### src/rtl/if_pc_unit.sv
// Program counter / next-PC stage: sequential, branch, JAL and JALR targets, halts on a bad target.
// pc, redirect and the status outputs update one cycle after their inputs; stall holds pc and retired.
module if_pc_unit #(
  parameter logic [31:0] RESET_PC   = 32'h0000_0000,
  parameter int          IMEM_WORDS = 64
) (
  input  logic        clk,
  input  logic        rst,
  input  logic        stall,
  input  logic [31:0] instruction,
  input  logic [6:0]  opcode,
  input  logic [2:0]  func3,
  input  logic [31:0] rs1_data,
  input  logic [31:0] rs2_data,
  output logic [31:0] pc,
  output logic [31:0] pc_plus4,
  output logic        redirect,
  output logic        halted,
  output logic        fault,
  output logic [31:0] fault_pc,
  output logic [31:0] retired
);

  localparam logic [31:0] PC_LIMIT  = 32'(IMEM_WORDS * 4);
  localparam logic [6:0]  OP_BRANCH = 7'b1100011;
  localparam logic [6:0]  OP_JAL    = 7'b1101111;
  localparam logic [6:0]  OP_JALR   = 7'b1100111;

  typedef enum logic [1:0] {
    ST_BOOT,
    ST_RUN,
    ST_HALT
  } state_t;

  state_t      state_q, state_nxt;
  logic [31:0] pc_q, pc_nxt;
  logic [31:0] retired_q, retired_nxt;
  logic [31:0] fault_pc_q, fault_pc_nxt;
  logic        redirect_q, redirect_nxt;
  logic        halted_q, halted_nxt;
  logic        fault_q, fault_nxt;

  logic [31:0] imm_i, imm_b, imm_j;
  logic [31:0] seq_pc;
  logic [31:0] next_pc;
  logic        taken;
  logic        branch_cond;
  logic        bad_target;
  logic        unused_opcode_bits;

  // The opcode field arrives already decoded on its own port.
  assign unused_opcode_bits = ^instruction[6:0];

  assign imm_i = {{20{instruction[31]}}, instruction[31:20]};
  assign imm_b = {{19{instruction[31]}}, instruction[31], instruction[7],
                  instruction[30:25], instruction[11:8], 1'b0};
  assign imm_j = {{11{instruction[31]}}, instruction[31], instruction[19:12],
                  instruction[20], instruction[30:21], 1'b0};

  assign seq_pc = pc_q + 32'd4;

  always_comb begin
    branch_cond = 1'b0;
    case (func3)
      3'b000:  branch_cond = (rs1_data == rs2_data);
      3'b001:  branch_cond = (rs1_data != rs2_data);
      3'b100:  branch_cond = ($signed(rs1_data) <  $signed(rs2_data));
      3'b101:  branch_cond = ($signed(rs1_data) >= $signed(rs2_data));
      3'b110:  branch_cond = (rs1_data <  rs2_data);
      3'b111:  branch_cond = (rs1_data >= rs2_data);
      default: branch_cond = 1'b0;
    endcase
  end

  always_comb begin
    next_pc = seq_pc;
    taken   = 1'b0;
    case (opcode)
      OP_BRANCH: begin
        if (branch_cond) begin
          next_pc = pc_q + imm_b;
          taken   = 1'b1;
        end
      end
      OP_JAL: begin
        next_pc = pc_q + imm_j;
        taken   = 1'b1;
      end
      OP_JALR: begin
        next_pc = (rs1_data + imm_i) & ~32'h1;
        taken   = 1'b1;
      end
      default: begin
        next_pc = seq_pc;
        taken   = 1'b0;
      end
    endcase
  end

  // Sequential fall-through off the end of memory is caught by the range check too.
  assign bad_target = (next_pc[1:0] != 2'b00) || (next_pc >= PC_LIMIT);

  always_comb begin
    state_nxt    = state_q;
    pc_nxt       = pc_q;
    retired_nxt  = retired_q;
    fault_pc_nxt = fault_pc_q;
    redirect_nxt = 1'b0;
    halted_nxt   = halted_q;
    fault_nxt    = fault_q;
    case (state_q)
      ST_BOOT: begin
        state_nxt = ST_RUN;
      end
      ST_RUN: begin
        if (!stall) begin
          if (bad_target) begin
            state_nxt    = ST_HALT;
            halted_nxt   = 1'b1;
            fault_nxt    = 1'b1;
            fault_pc_nxt = pc_q;
          end else begin
            pc_nxt       = next_pc;
            retired_nxt  = retired_q + 32'd1;
            redirect_nxt = taken;
          end
        end
      end
      ST_HALT: begin
        halted_nxt = 1'b1;
      end
      default: begin
        state_nxt = ST_HALT;
      end
    endcase
  end

  always_ff @(posedge clk or negedge rst) begin
    if (!rst) begin
      state_q    <= ST_BOOT;
      pc_q       <= RESET_PC;
      retired_q  <= 32'd0;
      fault_pc_q <= 32'd0;
      redirect_q <= 1'b0;
      halted_q   <= 1'b0;
      fault_q    <= 1'b0;
    end else begin
      state_q    <= state_nxt;
      pc_q       <= pc_nxt;
      retired_q  <= retired_nxt;
      fault_pc_q <= fault_pc_nxt;
      redirect_q <= redirect_nxt;
      halted_q   <= halted_nxt;
      fault_q    <= fault_nxt;
    end
  end

  assign pc       = pc_q;
  assign pc_plus4 = seq_pc;
  assign redirect = redirect_q;
  assign halted   = halted_q;
  assign fault    = fault_q;
  assign fault_pc = fault_pc_q;
  assign retired  = retired_q;

endmodule

### config.mk
export PLATFORM = sky130hd
export DESIGN_NAME = if_pc_unit
export DESIGN_NICKNAME = d
export VERILOG_FILES = /design/src/rtl/if_pc_unit.sv
export SDC_FILE = /design/constraint.sdc
export NUM_CORES = 1
export LEC_CHECK = 0
export BUFFER_PORTS_ARGS = -buffer_cell sky130_fd_sc_hd__buf_2
export CORE_MARGIN = 3
export CORE_UTILIZATION = 55
export CTS_CLUSTER_SIZE = 28
export DETAILED_ROUTE_END_ITERATION = 8
export GPL_ROUTABILITY_DRIVEN = 0
export PLACE_DENSITY = 0.88
export SYNTH_ARGS = -nofsm -noshare
export SYNTH_HDL_FRONTEND = slang
export SYNTH_SLANG_ARGS = --single-unit
### constraint.sdc
create_clock -name clk -period 9.7 [get_ports clk]
set_input_delay 0.485 -clock clk [delete_from_list [all_inputs] [get_ports clk]]
set_output_delay 0.485 -clock clk [all_outputs]
set_load 0.03 [all_outputs]
Word level (Yosys, flattened, before mapping)
Index checks and enable logic that the tools add are counted.
{"block": "op_classes", "eq_ne": 14, "muxes": 14, "shift": 0, "add_sub_neg": 5, "n_mul": 0, "bitwise": 3, "reduce_logical": 10, "n_div": 0, "n_lt_le_gt_ge": 5}
{"cell": "32-bit adder", "count": 3}
{"cell": "32-bit one-hot mux with 3 select lines", "count": 1}
{"cell": "32-bit >= comparator", "count": 2}
{"cell": "32-bit < comparator", "count": 2}
{"cell": "32-bit by 1-bit adder with 32-bit output (second input constant)", "count": 1}
{"cell": "32-bit by 3-bit adder with 32-bit output (second input constant)", "count": 1}
{"cell": "32-bit equality test", "count": 1}
{"cell": "32-bit by 9-bit >= comparator with 1-bit output (second input constant)", "count": 1}
{"cell": "32-bit 2-to-1 mux", "count": 1}
{"cell": "32-bit inequality test", "count": 1}
{"cell": "7-bit equality test (second input constant)", "count": 3}
{"cell": "3-bit equality test (second input constant)", "count": 4}
{"cell": "3-bit AND reduction", "count": 4}
{"cell": "1-bit 2-to-1 mux", "count": 6}
{"cell": "1-bit one-hot mux with 6 select lines", "count": 1}
{"cell": "2-bit one-hot mux with 3 select lines", "count": 1}
{"cell": "2-bit 2-to-1 mux", "count": 2}
{"cell": "2-bit inequality test (second input constant)", "count": 2}
{"cell": "1-bit one-hot mux with 2 select lines", "count": 2}
{"cell": "2-bit nonzero test", "count": 2}
{"cell": "3-bit by 1-bit equality test with 1-bit output (second input constant)", "count": 1}
{"cell": "3-bit logical NOT", "count": 1}
{"cell": "1-bit NOT", "count": 3}
{"cell": "2-bit by 1-bit equality test with 1-bit output (second input constant)", "count": 1}
{"cell": "4 further kinds", "count": 4}
{"block": "word_totals", "mem_bits_rw": 0, "wordCells": 58, "inputBits": 109, "ff_bits": 101, "latch_bits": 0, "n_memories": 0, "output_inout_bits": 131, "rom_bits": 0}

Logic depth before layout (Yosys ltp)
{"block": "depth", "word_depth": 9, "depth_mapped": 18, "mapped_depth_nobuf": 14}

Least setup slack after synthesis
No wires, ideal clock.
{"block": "synth_path", "kind": "register to register", "start": "register pc_q[1], in the netlist pc[1]", "end": "register fault_pc_q[10], in the netlist fault_pc[10]", "path_slack_ps": 4977, "path_stages_with_launch": 16, "t_arrival_ps": 4596, "required_ps": 9572, "n_path_buf": 1, "synth_period_minus_slack_ps": 4723, "setup_ps": 128, "path_cell_list": "dfrtp_1 -> ha_1 -> fa_1 -> a21o_1 -> a221o_1 -> a21o_1 -> a41oi_2 -> xor2_1 -> nand4_1 -> or4b_1 -> or4_1 -> a211oi_1 -> nand4_1 -> o21ai_2 -> buf_6 -> mux2_1"}
{"block": "synth_between", "elab_chain_len": 6, "elab_cells_between_ends": 9, "classes_between": "add/sub (3); order compare (1); mux (2); reduce/logical (3)"}
{"element": "start: declaration", "line_no": "36", "source": "logic [31:0] pc_q, pc_nxt;"}
{"element": "start signal: assignment", "line_no": "149", "source": "pc_q <= pc_nxt;"}
{"element": "32-bit by 3-bit adder with 32-bit output or 32-bit adder (tied branches)", "line_no": "60, 81"}
{"element": "32-bit 2-to-1 mux", "line_no": "80", "source": "if (branch_cond) begin"}
{"element": "32-bit one-hot mux with 3 select lines (*)", "line_no": "78", "source": "case (opcode)"}
{"element": "32-bit by 9-bit >= comparator with 1-bit output or 2-bit nonzero test (tied branches)", "line_no": "101", "source": "assign bad_target = (next_pc[1:0] != 2'b00) || (next_pc >= PC_LIMIT);"}
{"element": "1-bit logical OR (*)", "line_no": "101"}
{"element": "3-bit AND reduction (no source line) (*)"}
{"element": "end signal: assignment", "line_no": "151", "source": "fault_pc_q <= fault_pc_nxt;"}
{"element": "end: declaration", "line_no": "38", "source": "logic [31:0] fault_pc_q, fault_pc_nxt;"}
Mark *: on every way between the ends. The rest lies on a longest branch, timed or not.
A chain may end at the register's enable or synchronous reset.

Final worst setup path
{"block": "layout_path", "start": "input port instruction[31]", "end": "register fault_pc_q[28], in the netlist fault_pc[28]"}
{"block": "layout_between", "elab_chain_len": 6, "elab_cells_between_ends": 8, "classes_between": "add/sub (3); order compare (1); mux (2); reduce/logical (2)"}
{"element": "start: declaration", "line_no": "10", "source": "input logic [31:0] instruction,"}
{"element": "32-bit adder", "line_no": "81", "source": "next_pc = pc_q + imm_b;"}
{"element": "32-bit 2-to-1 mux", "line_no": "80"}
{"element": "32-bit one-hot mux with 3 select lines (*)", "line_no": "78"}
{"element": "32-bit by 9-bit >= comparator with 1-bit output (*)", "line_no": "101"}
{"element": "1-bit logical OR (*)", "line_no": "101"}
{"element": "3-bit AND reduction (no source line) (*)"}
Marked as above.

==> results.json <==
{
  "vias": 12500,
  "critPathArrivalTime_ps": 6320,
  "cts-resized-gates": 0,
  "cts_tree": "done",
  "synth_area_leader_cell": "dfrtp_1",
  "rows": 52,
  "yosys_warnings": 0,
  "synth_cell_types": 86,
  "die_area_sq_um": 22800,
  "syn_area_sq_um": 11600,
  "drtIter0Drc": 1491,
  "synthXorXnorAreaFrac_pct": 9.16,
  "area_growth_syn_to_layout_pct": 13.3,
  "n_antenna_cell": 0,
  "finalCriticalPeriod_ps": 6090,
  "multi_input_area_sq_um": 8470,
  "grt_pass1_vias": 11500,
  "synth_cells": 1445,
  "hold_violations": 0,
  "wl_per_cell_microns": 19.9,
  "cpMaxStageDelayCell": "o21ai_4",
  "ctsHoldBuffers": 0,
  "critical_path.max_fanout": 41,
  "period_share_pct": 62.8,
  "die_h_microns": 151,
  "core_sq_um": 20400,
  "clockBufferDepth": 2,
  "seqCellArea_sq_um": 2530,
  "grt_use_total_pct": 32.1,
  "cts_root_buffer": "clkbuf_16",
  "synthAdderAreaFrac_pct": 12.1,
  "clock.fmax_mhz": 164,
  "clk_latency_ps": 360,
  "h-tree-depth": 3,
  "tightest_slew_ps": 1180,
  "final_nets": 1842,
  "cts.reportedPaths.clkPinSlew_ps": 90,
  "wl_mm": 37.8,
  "min_path_type": "input port to asynchronous set/reset pin",
  "io_buffers": 232,
  "cts_setup_buffers": 0,
  "cts-buffers-inserted": 9,
  "synth_seq_cells": 101,
  "grt_pass1_wl_mm": 58.9,
  "synth_top_area_share_pct": 21.8,
  "ys_async_sr_fraction_pct": 100,
  "slew-limit-headroom_pct": 21.1,
  "skew_ps": 20.3,
  "synthFlopType": "dfrtp_1",
  "ant_nets": 0,
  "grt-ovfl-total": 0,
  "grt_antenna_before_repair": 1,
  "viasPerCell": 6.59,
  "drc": 0,
  "maxCapViolCount": 0,
  "grt_setup_unrepaired": "false",
  "synth_mux_area_share_pct": 4.56,
  "outcome": "completed",
  "dp_hpwl_mm": 29.0,
  "cp_common_cell": "nand4_1",
  "critPathMaxStageDelay_ps": 980,
  "cp-end-kind": "flop",
  "path_class": "input port to flop",
  "finalSetupViolCount": 0,
  "cts_sinks": 101,
  "fin_util_pct": 64.2,
  "pin_count": 240,
  "synth_top_family_by_area": "simple AND/OR/NAND/NOR gates",
  "p_total_w": 0.00111,
  "start_kind": "input port",
  "worstPathCellList": "buf_2 -> ha_1 -> a211o_1 -> a2111oi_0 -> o41ai_2 -> mux2i_1 -> nor2_1 -> nand4_1 -> or4b_1 -> or4_1 -> a211oi_1 -> nand4_1 -> o21ai_4 -> mux2_1",
  "yosysSeqAreaShare_pct": 21.8,
  "layout_common_cells": "buf_2, nand2_1, ha_1",
  "syn-num-nets": 1664,
  "ir_drop_v": 0.000141,
  "start_util_pct": 56.6,
  "synth_compound_area_share_pct": 23.4,
  "yosys.area_share.simple_pct": 24.0,
  "die_width_microns": 151,
  "dr.pass1.iters": 7,
  "p_per_area_nw_per_um2": 84.3,
  "synth_edf_count": 0,
  "final_max_slew_viol_count": 0,
  "fillers": 1711,
  "final_common_cell": "buf_2",
  "drive_gt1_share_pct": 18.7,
  "crit_required_ps": 9930,
  "setup-tns-final_ps": 0,
  "leakagePower_nw": 6.55,
  "syn_area_per_cell_sq_um": 8.01,
  "grt_start_max_net_pins": 75,
  "synthTopCellsByArea": "dfrtp_1, ha_1, xor2_1, a21oi_1, nand2_1"
}
[power breakdown]
part           switching, W  internal, W  total (W)
Clock              0.000185     0.000184   0.000369
Combinational      0.000192     0.000119   0.000311
Sequential       0.00000198     0.000424   0.000426
Total              0.000379     0.000726    0.00111
[state kept, by name, summed over array words and instances, names as in the netlist]
| name | count |
|---|---|
| fault | 1 |
| pc | 32 |
| halted | 1 |
| fault_pc | 32 |
| retired | 32 |
| state_q | 2 |
| redirect | 1 |
[cell type report]
| cell class | instances | share of cell area, % |
|---|---|---|
| clock buffers | 9 | 1.72 |
| clock inverters | 7 | 0.592 |
| inverters | 68 | 1.95 |
| multi-input cells | 1205 | 64.7 |
| flip-flops and latches | 101 | 19.3 |
| well taps | 270 | 2.58 |
| repair buffers | 238 | 9.22 |
[critical path, delay by kind of cell]
kind	cells	cell delay (ps)
AO/OA/AOI/OAI	5	2430
adder cells (fa/ha/maj)	1	480
multiplexers	2	610
buffers and inverters	1	660
AND/OR/NAND/NOR	5	1600
[path summary, 6_finish.rpt]
kind | slack [ps] | start | depth (start not counted) | end
max | 3610 | instruction[31] | 14 | fault_pc[28]$_DFFE_PN0P_
min | 30 | rst | 1 | fault_pc[1]$_DFFE_PN0P_
max reg2reg | 3740 | pc[1]$_DFFE_PN0P_ | 14 | fault_pc[28]$_DFFE_PN0P_
min reg2reg | 480 | fault$_DFFE_PN0P_ | 1 | fault$_DFFE_PN0P_
max in group asynchronous | 8410 | rst | 2 | retired[2]$_DFFE_PN0P_
min in group clk | 480 | fault$_DFFE_PN0P_ | 1 | fault$_DFFE_PN0P_
[metal layers]
layer / track usage [%] / part of all wire [%]
met1: 42.1 / 38
met2: 51.7 / 46
met3: 6.55 / 11
met4: 13.1 / 4.4
met5: 0 / 0.019
[cell families after synthesis]
logic type	after synthesis
and+or+nand+nor	530
muxes	48
DFF	101
xor gates and xnor gates	121
AOI/OAI and AO/OA	396
buffers and inverters	139
adders and majority gates	110
[synth_stat cells, drive strengths merged (15+ instances only)]
library cell / instances
nor3: 51
xnor2: 54
o211ai: 26
or3: 15
clkbuf: 53
nand2b: 16
ha: 107
a21oi: 105
and3: 21
mux2: 38
nor4: 21
nand3: 51
xor2: 67
nand2: 129
dfrtp: 101
inv: 67
nand4: 41
buf: 18
a31oi: 17
nor2: 98
and2: 37
a21o: 32
o21ai: 67
a211oi: 18
[through the flow]
| step | hold WS (ps) | area, sq um | instances | setup WS, ps |
|---|---|---|---|---|
| floorplan | 189 | 11600 | 1445 | 4980 |
| global placement | 412 | 12800 | 1882 | 3500 |
| detailed placement | 411 | 12800 | 1882 | 3400 |
| CTS | 33.5 | 13100 | 1898 | 3740 |
| global route | 31.7 | 13100 | 1898 | 3340 |
| finish | 29.8 | 13100 | 1898 | 3610 |
Note: power is estimated with default switching activity, not from simulation.
